**src/rtl/mem_types_pkg.sv**
```systemverilog
// Shared RAM protocol types for the cpu_ram_if handshake.
// ramstate_t is the RAM's per-cycle status toward the initiator.
package mem_types_pkg;

  typedef enum logic [1:0] {
    FREE   = 2'd0,
    BUSY   = 2'd1,
    ACCESS = 2'd2,
    ERROR  = 2'd3
  } ramstate_t;

endpackage

```
**src/rtl/ram_line_master.sv**
```systemverilog
// Cache-line initiator for the cpu_ram_if RAM protocol.
// Splits one line read/write into sequential single-word RAM accesses.
module ram_line_master
  import mem_types_pkg::*;
#(
  parameter int WORDS   = 4,
  parameter int TIMEOUT = 64
) (
  input  logic                CLK,
  input  logic                nRST,
  input  logic                req_valid,
  output logic                req_ready,
  input  logic                req_write,
  input  logic [31:0]         req_addr,
  input  logic [WORDS*32-1:0] req_wdata,
  output logic                resp_valid,
  output logic                resp_error,
  output logic [WORDS*32-1:0] resp_rdata,
  output logic                ramREN,
  output logic                ramWEN,
  output logic [31:0]         ramaddr,
  output logic [31:0]         ramstore,
  input  logic [31:0]         ramload,
  input  ramstate_t           ramstate
);

  localparam int LW  = WORDS * 32;
  localparam int IW  = $clog2(WORDS);
  localparam int OFS = IW + 2;

  localparam logic [31:0]   ADDR_MASK = 32'(WORDS * 4 - 1);
  localparam logic [IW-1:0] IDX_LAST  = IW'(WORDS - 1);
  localparam logic [7:0]    WAIT_LAST = 8'(TIMEOUT - 1);

  localparam logic [1:0] S_IDLE = 2'd0;
  localparam logic [1:0] S_XFER = 2'd1;
  localparam logic [1:0] S_RESP = 2'd2;

  logic [1:0]    state_q, state_d;
  logic [IW-1:0] idx_q, idx_d;
  logic [7:0]    wait_q, wait_d;
  logic [31:0]   base_q, base_d;
  logic          write_q, write_d;
  logic [LW-1:0] wdata_q, wdata_d;
  logic [LW-1:0] rdata_q, rdata_d;
  logic          rvalid_q, rvalid_d;
  logic          rerror_q, rerror_d;
  logic          ren_q, ren_d;
  logic          wen_q, wen_d;
  logic [31:0]   addr_q, addr_d;
  logic [31:0]   store_q, store_d;

  always_comb begin
    state_d  = state_q;
    idx_d    = idx_q;
    wait_d   = wait_q;
    base_d   = base_q;
    write_d  = write_q;
    wdata_d  = wdata_q;
    rdata_d  = rdata_q;
    rvalid_d = 1'b0;
    rerror_d = 1'b0;

    unique case (1'b1)
      (state_q == S_IDLE): begin
        if (req_valid) begin
          base_d  = req_addr & ~ADDR_MASK;
          write_d = req_write;
          wdata_d = req_wdata;
          idx_d   = '0;
          wait_d  = '0;
          rdata_d = '0;
          state_d = S_XFER;
        end
      end
      (state_q == S_XFER): begin
        if (ramstate == ERROR) begin
          state_d  = S_RESP;
          rvalid_d = 1'b1;
          rerror_d = 1'b1;
        end else if (ramstate == ACCESS) begin
          for (int i = 0; i < WORDS; i++) begin
            if (!write_q && idx_q == IW'(i)) begin
              rdata_d[i*32 +: 32] = ramload;
            end
          end
          if (idx_q == IDX_LAST) begin
            state_d  = S_RESP;
            rvalid_d = 1'b1;
          end else begin
            idx_d  = idx_q + 1'b1;
            wait_d = '0;
          end
        end else if (wait_q == WAIT_LAST) begin
          state_d  = S_RESP;
          rvalid_d = 1'b1;
          rerror_d = 1'b1;
        end else begin
          wait_d = wait_q + 8'd1;
        end
      end
      (state_q == S_RESP): begin
        state_d = S_IDLE;
      end
      default: begin
        state_d = S_IDLE;
      end
    endcase
  end

  // RAM drive is decoded from next state so it is registered yet
  // lands on the first XFER cycle and moves on the cycle after ACCESS.
  always_comb begin
    ren_d   = 1'b0;
    wen_d   = 1'b0;
    addr_d  = '0;
    store_d = '0;
    if (state_d == S_XFER) begin
      ren_d  = !write_d;
      wen_d  = write_d;
      addr_d = base_d + {{(32-OFS){1'b0}}, idx_d, 2'b00};
      for (int i = 0; i < WORDS; i++) begin
        if (write_d && idx_d == IW'(i)) begin
          store_d = wdata_d[i*32 +: 32];
        end
      end
    end
  end

  always_ff @(posedge CLK) begin
    if (!nRST) begin
      state_q  <= S_IDLE;
      idx_q    <= '0;
      wait_q   <= '0;
      base_q   <= '0;
      write_q  <= 1'b0;
      wdata_q  <= '0;
      rdata_q  <= '0;
      rvalid_q <= 1'b0;
      rerror_q <= 1'b0;
      ren_q    <= 1'b0;
      wen_q    <= 1'b0;
      addr_q   <= '0;
      store_q  <= '0;
    end else begin
      state_q  <= state_d;
      idx_q    <= idx_d;
      wait_q   <= wait_d;
      base_q   <= base_d;
      write_q  <= write_d;
      wdata_q  <= wdata_d;
      rdata_q  <= rdata_d;
      rvalid_q <= rvalid_d;
      rerror_q <= rerror_d;
      ren_q    <= ren_d;
      wen_q    <= wen_d;
      addr_q   <= addr_d;
      store_q  <= store_d;
    end
  end

  assign req_ready  = (state_q == S_IDLE);
  assign resp_valid = rvalid_q;
  assign resp_error = rerror_q;
  assign resp_rdata = rdata_q;
  assign ramREN     = ren_q;
  assign ramWEN     = wen_q;
  assign ramaddr    = addr_q;
  assign ramstore   = store_q;

endmodule
```
**config.mk**
```make
export PLATFORM = sky130hd
export DESIGN_NAME = ram_line_master
export DESIGN_NICKNAME = d
export VERILOG_FILES = /design/src/rtl/mem_types_pkg.sv /design/src/rtl/ram_line_master.sv
export SDC_FILE = /design/constraint.sdc
export NUM_CORES = 1
export LEC_CHECK = 0
export BUFFER_PORTS_ARGS = -buffer_cell sky130_fd_sc_hd__buf_2
export CORE_ASPECT_RATIO = 1.75
export CORE_MARGIN = 2
export CORE_UTILIZATION = 48
export DETAILED_ROUTE_END_ITERATION = 10
export GPL_ROUTABILITY_DRIVEN = 0
export GPL_TIMING_DRIVEN = 0
export PLACE_DENSITY = 0.77
export SLEW_MARGIN = 25
export SYNTH_ARGS = -nofsm -noshare
export SYNTH_HDL_FRONTEND = slang
export SYNTH_SLANG_ARGS = --single-unit
export TNS_END_PERCENT = 50
```
**constraint.sdc**
```tcl
create_clock -name CLK -period 3.3 [get_ports CLK]
set_input_delay 0.165 -clock CLK [delete_from_list [all_inputs] [get_ports CLK]]
set_output_delay 0.165 -clock CLK [all_outputs]
set_load 0.02 [all_outputs]
```
==> results of run 1 <==
[flip-flops by register name (all words and copies together), names as in the netlist]
signal	count
resp_error	1
state_q	2
idx_q	2
ramREN	1
ramWEN	1
ramaddr	32
resp_valid	1
wdata_q	128
base_q	32
resp_rdata	128
ramstore	32
wait_q	8
write_q	1
[cell families (layout without fill, tap and decap cells)]
| kind of cell | after synthesis | in the layout | share of synthesized area |
|---|---|---|---|
| buffers and inverters | 151 | 788 | 0.0453 |
| adder cells (fa/ha/maj) | 4 | 4 | 0.00387 |
| AO/OA/AOI/OAI | 367 | 368 | 0.156 |
| multiplexers | 135 | 135 | 0.0912 |
| other | 0 | 9 | 0 |
| AND/OR/NAND/NOR | 632 | 632 | 0.198 |
| XOR/XNOR | 16 | 16 | 0.00942 |
| flip-flops | 369 | 369 | 0.497 |
[area by class of cell]
class | count | area [um2]
timing repair buffer | 575 | 3780
clock inverter | 11 | 65.1
tap | 391 | 489
sequential | 369 | 7390
antenna | 9 | 22.5
buffer | 140 | 662
multi-input combinational | 1155 | 6900
clock buffer | 53 | 1060
fill | 2391 | 10200
inverter | 9 | 41.3
[worst reg2reg max path, stage by stage, from the launching register on]
cell	delay, ns
dfxtp_2	0.35
or3b_1	0.39
buf_2	0.19
buf_8	0.17
a32oi_4	0.30
inv_6	0.14
ha_1	0.32
a21o_1	0.16
o2111a_2	0.35
nand3_4	0.13
or4_1	0.44
and3_1	0.18
[power breakdown]
part	total, mW	internal, mW	switching, mW
Sequential	4.79	4.69	0.101
Clock	4.01	2.23	1.78
Combinational	1.90	0.717	1.18
[worst paths after layout]
kind                   startpoint  depth (start not counted)              end
setup / recovery       state_q[0]                         11      ramaddr[29]
hold / removal     req_wdata[125]                          3     wdata_q[125]
setup reg to reg       state_q[0]                         11      ramaddr[29]
hold reg to reg   resp_rdata[111]                          2  resp_rdata[111]
[layout by cell type (no fill, tap or decap), types with 10 or more instances in the layout]
cell           Yosys  routed
a211o_1           30      30
a21oi_1          227     227
a221oi_1          30      30
and3_1            21      21
buf_2             28     416
buf_4              9      20
clkbuf_1          96     100
clkbuf_16          0      37
dfxtp_1          369     368
dlygate4sd3_1      0     175
mux2i_1          131     130
nand2_1          212     212
nand3_1          146     145
nor2_1           152     152
nor3_1            24      24
nor4b_1           14      14
o31a_1            25      25
xor2_1            10      10
[cells in the mapped netlist, types with 14 or more instances]
cell        n
clkbuf_1   96
nor3_1     24
a221oi_1   30
nand2_1   212
buf_2      28
o31a_1     25
nand3_1   146
dfxtp_1   369
and3_1     21
mux2i_1   131
nor2_1    152
nor4b_1    14
a21oi_1   227
a211o_1    30
[metal layers]
| metal | vias up | wire length (um) |
|---|---|---|
| met1 | 7364 | 19000 |
| met3 | 280 | 4250 |
| met5 | - | 13 |
| li1 | 7136 | - |
| met4 | 2 | 4370 |
| met2 | 901 | 29700 |
[stage by stage]
step                TNS [ns]  hold slack, ns
floorplan                  0           0.301
global placement       -9.83           0.424
detailed placement    -10.85           0.431
CTS                 -0.00252       0.0000656
global route          -0.106          0.0184
finish                     0         0.00384
[timing repair]
| item | CTS | global route |
|---|---|---|
| resized for setup | 19 | 13 |
| hold buffers | 175 | 0 |
| pin swaps | 5 | 4 |
| cloned | 0 | 1 |
| hold endpoints to repair | 271 | 0 |
| setup buffers | 7 | 4 |
| endpoints found under the setup margin | 25 | 15 |
==> results.py, run 1 <==
metrics = {
    "run_status": {
        "outcome": "finished clean",
    },
    "critical_path": {
        "worstPathRequired_ns": 3.72,
        "worst_ep_arrival_time_ns": 3.64,
        "cp_slowest_cell": "or4_1",
        "crit_family": "simple AND/OR/NAND/NOR gates",
        "worstPathCellList": "or3b_1, buf_2, buf_8, a32oi_4, inv_6, ha_1, a21o_1, o2111a_2, nand3_4, or4_1, and3_1",
        "r2r_setup_slack_ns": 0.07,
        "crit_path_end_kind": "flop",
        "cp_max_fo": 15,
        "start_kind": "flop",
        "max_stage_delay_ns": 0.44,
        "critPathBufInv": 3,
        "critPathKind": "flop to flop",
    },
    "global_routing": {
        "antenna_found_initial": 10,
        "gr-total-overflow": 0,
        "busiest_layer": "met2",
        "grt_pass1_vias": 16100,
        "met3_usage": 0.0762,
        "grt_start_max_net_pins": 17,
        "gr-usage-met1": 0.333,
        "grt.total_usage": 0.342,
        "grt_first_pass_wirelength_mm": 86.0,
        "grt_use_met2": 0.614,
    },
    "cells_and_area": {
        "layout.nets": 2488,
        "final_util": 0.666,
        "final_area_um2": 20400,
        "syn_to_final_growth_pct": 37.2,
        "drive_gt1_frac": 0.231,
        "stdcell_count": 2712,
    },
    "placed_design": {
        "dp_cells": 2454,
        "pre_cts_ws_ns": -0.846,
        "post-dp-hpwl_mm": 39.7,
        "io_buffers": 389,
        "post_dp_cell_area_um2": 17300,
    },
    "synth": {
        "synth-edff-count": 0,
        "synth_top_area_frac": 0.497,
        "synth_ff_type": "dfxtp_1",
        "synth-seq-cells": 369,
        "synthCells": 1674,
        "netlist-cell-type-count": 66,
        "synth_area_um2": 14900,
        "synth_area_leaders": "dfxtp_1 (50%), mux2i_1 (8.8%), a21oi_1 (7.6%)",
        "synth_area_per_cell_um2": 8.88,
        "syn-num-nets": 1876,
        "ys_async_sr_fraction": 0,
        "seq_area_frac_synth": 0.497,
        "yosys_warnings": 0,
        "synth_top_area_cell": "dfxtp_1",
    },
    "hold_path": {
        "holdCritPathClass": "input pin to flop",
    },
    "cts": {
        "cts_num_sinks": 369,
        "h-tree-depth": 2,
        "clk_latency_ns": 0.53,
        "clk_pin_slew_ns": 0.07,
        "root_buffer": "clkbuf_16",
        "numCtsBuffers": 36,
        "cts_tree": "done",
        "clockBufferDepth": 3,
    },
    "detailed_routing": {
        "vias": 15700,
        "wirelength_mm": 57.4,
        "wl_per_cell_um": 21.2,
        "route.detailed.drc": 0,
        "antenna_left": 0,
        "drt_iter0_markers": 922,
        "dr.pass1.iters": 6,
        "vias_per_cell": 5.78,
    },
    "floorplan": {
        "dieWidth_um": 137,
        "rows": 85,
        "fp.dieH_um": 237,
        "floorplan.initialDensity": 0.486,
        "die_area_um2": 32500,
        "io_pins": 395,
        "core_area_um2": 30600,
    },
    "sta": {
        "fin_ws_ns": 0.0747,
        "fin_crit_sh": 0.977,
        "timing.fmax_ghz": 0.310,
        "relSlewSlack": 0.465,
        "hold_violations": 0,
        "tightest_slew_ns": 0.798,
        "period_needed_ns": 3.23,
        "finalSetupViolCount": 0,
        "clock-skew-final_ns": 0.0171,
        "drv_slew": 0,
    },
    "power_and_ir_drop": {
        "ir_drop_v": 0.000489,
        "powerDensity_nw_per_um2": 524,
        "total_power_mw": 10.7,
        "leakage_nw": 8.65,
    },
    "job": {
        "cap_violations": 0,
    },
}
No activity file was read; power rests on OpenSTA's default activity.
==> run 2: changes to the inputs <==
- CORE_MARGIN: 2 -> 1
- CTS_BUF_LIST: unset -> sky130_fd_sc_hd__clkbuf_4 sky130_fd_sc_hd__clkbuf_8 sky130_fd_sc_hd__clkbuf_16
==> results.py, run 2 (same netlist as run 1, synthesis figures left out) <==
metrics = {
    "global_routing": {
        "grt_start_max_net_pins": 17,
        "antenna_found_initial": 13,
        "gr-total-overflow": 0,
        "grt_first_pass_wirelength_mm": 84.2,
        "grt.total_usage": 0.343,
        "grt_pass1_vias": 15700,
    },
    "cts": {
        "numCtsBuffers": 34,
        "cts_tree": "done",
        "h-tree-depth": 2,
        "clk_pin_slew_ns": 0.07,
        "clockBufferDepth": 3,
        "cts_num_sinks": 369,
        "root_buffer": "clkbuf_16",
        "clk_latency_ns": 0.53,
    },
    "sta": {
        "fin_crit_sh": 0.979,
        "hold_violations": 0,
        "rsz0062_at_grt": "yes",
        "clock-skew-final_ns": 0.0117,
        "tightest_slew_ns": 0.724,
        "drv_slew": 0,
        "finalSetupViolCount": 0,
        "period_needed_ns": 3.23,
        "timing.fmax_ghz": 0.310,
        "relSlewSlack": 0.517,
    },
    "floorplan": {
        "core_area_um2": 30300,
        "floorplan.initialDensity": 0.491,
        "fp.dieH_um": 235,
        "rows": 84,
        "die_area_um2": 31700,
        "io_pins": 395,
        "dieWidth_um": 135,
    },
    "critical_path": {
        "crit_path_end_kind": "flop",
        "cp_max_fo": 15,
        "r2r_setup_slack_ns": 0.07,
        "worstPathRequired_ns": 3.74,
        "start_kind": "flop",
        "critPathKind": "flop to flop",
        "worst_ep_arrival_time_ns": 3.67,
        "cp_slowest_cell": "or3b_1",
        "worstPathCellList": "or3b_1, clkbuf_4, buf_8, a32oi_4, inv_6, ha_1, a21o_1, o2111a_2, buf_4, nand3_1, o31a_1, nor3_1",
        "max_stage_delay_ns": 0.39,
    },
    "cells_and_area": {
        "final_cell_mix": "buf_2 (415), dfxtp_1 (368), a21oi_1 (227)",
        "layout.nets": 2486,
        "final_common_cell": "buf_2",
        "syn_to_final_growth_pct": 37.4,
        "drive_gt1_frac": 0.230,
        "fill_cells": 2328,
        "final_util": 0.675,
    },
    "detailed_routing": {
        "vias": 15500,
        "drt_iter0_markers": 1031,
        "wirelength_mm": 55.8,
        "wl_per_cell_um": 20.6,
        "antenna_left": 0,
        "route.detailed.drc": 0,
        "dr.pass1.iters": 7,
        "vias_per_cell": 5.74,
    },
    "job": {
        "cap_violations": 0,
    },
    "power_and_ir_drop": {
        "leakage_nw": 8.66,
        "total_power_mw": 10.8,
        "ir_drop_v": 0.000524,
        "powerDensity_nw_per_um2": 530,
    },
    "placed_design": {
        "io_buffers": 389,
        "post-dp-hpwl_mm": 38.8,
    },
    "hold_path": {
        "holdCritPathClass": "input pin to flop",
    },
    "run_status": {
        "outcome": "finished clean",
    },
}
[run 2: cell types whose count changed in the layout (fill, tap and decap cells not counted), moves of 2 or more]
cell	before	now
clkbuf_1	100	91
diode_2	9	15
clkinv_2	8	3
nor4_1	6	8
clkinvlp_4	1	3
clkbuf_4	0	10
bufinv_16	0	2
clkbuf_8	8	6
[run 2: final cells by class]
class                           count  area [um2]  area share
Buffer                            140         653      0.0320
Inverter                            9        41.3     0.00202
Sequential cell                   369        7390       0.362
Clock inverter                      9         106     0.00521
Clock buffer                       50        1060      0.0519
Antenna cell                       15        37.5     0.00184
Tap cell                          387         484      0.0237
Timing Repair Buffer              576        3790       0.186
Multi-Input combinational cell   1154        6860       0.336
[run 2: repair_timing]
item                                    CTS  global route
setup buffers                             5             6
hold buffers                            176             0
resized for setup                        17            10
endpoints found under the setup margin   25            18
hold endpoints to repair                272             0
pin swaps                                 4             6
[run 2: path summary, 6_finish.rpt]
kind	end	cells after the start	start
min	base_q[11]	3	req_addr[11]
max reg2reg	ramaddr[13]	12	state_q[0]
min reg2reg	resp_rdata[17]	2	resp_rdata[17]
max	ramaddr[13]	12	state_q[0]
[run 2: per-layer routing]
layer | vias to the layer above | global-route usage | wire [um]
li1 | 7137 | - | -
met1 | 7292 | 0.341 | 18900
met2 | 874 | 0.624 | 28600
met3 | 244 | 0.0675 | 4070
met4 | 0 | 0.247 | 4240
met5 | - | 0 | 0
[run 2: worst max-delay path: cells and delay by family (launching register included)]
family / cells / cell delay (ns)
adder cells (fa/ha/maj): 1 / 0.31
AND/OR/NAND/NOR: 3 / 0.68
AO/OA/AOI/OAI: 4 / 1.13
flip-flops: 1 / 0.34
buffers and inverters: 4 / 0.66
[run 2: power breakdown]
part | total (mW) | internal [mW] | switching [mW]
clock network | 4.16 | 2.40 | 1.76
logic | 1.88 | 0.715 | 1.17
registers | 4.79 | 4.69 | 0.0989
[run 2: per-stage QoR]
step | hold slack (ns) | setup slack [ns] | TNS [ns] | cell area, um2 | cells
global placement | 0.423 | -0.733 | -9.38 | 17300 | 2450
floorplan | 0.301 | 0.0635 | 0 | 14900 | 1674
global route | 0.0279 | -0.0485 | -0.165 | 20400 | 2704
finish | 0.0177 | 0.0694 | 0 | 20400 | 2709
detailed placement | 0.433 | -0.820 | -10.98 | 17300 | 2450
CTS | 0.000577 | 0.00233 | 0 | 20300 | 2688
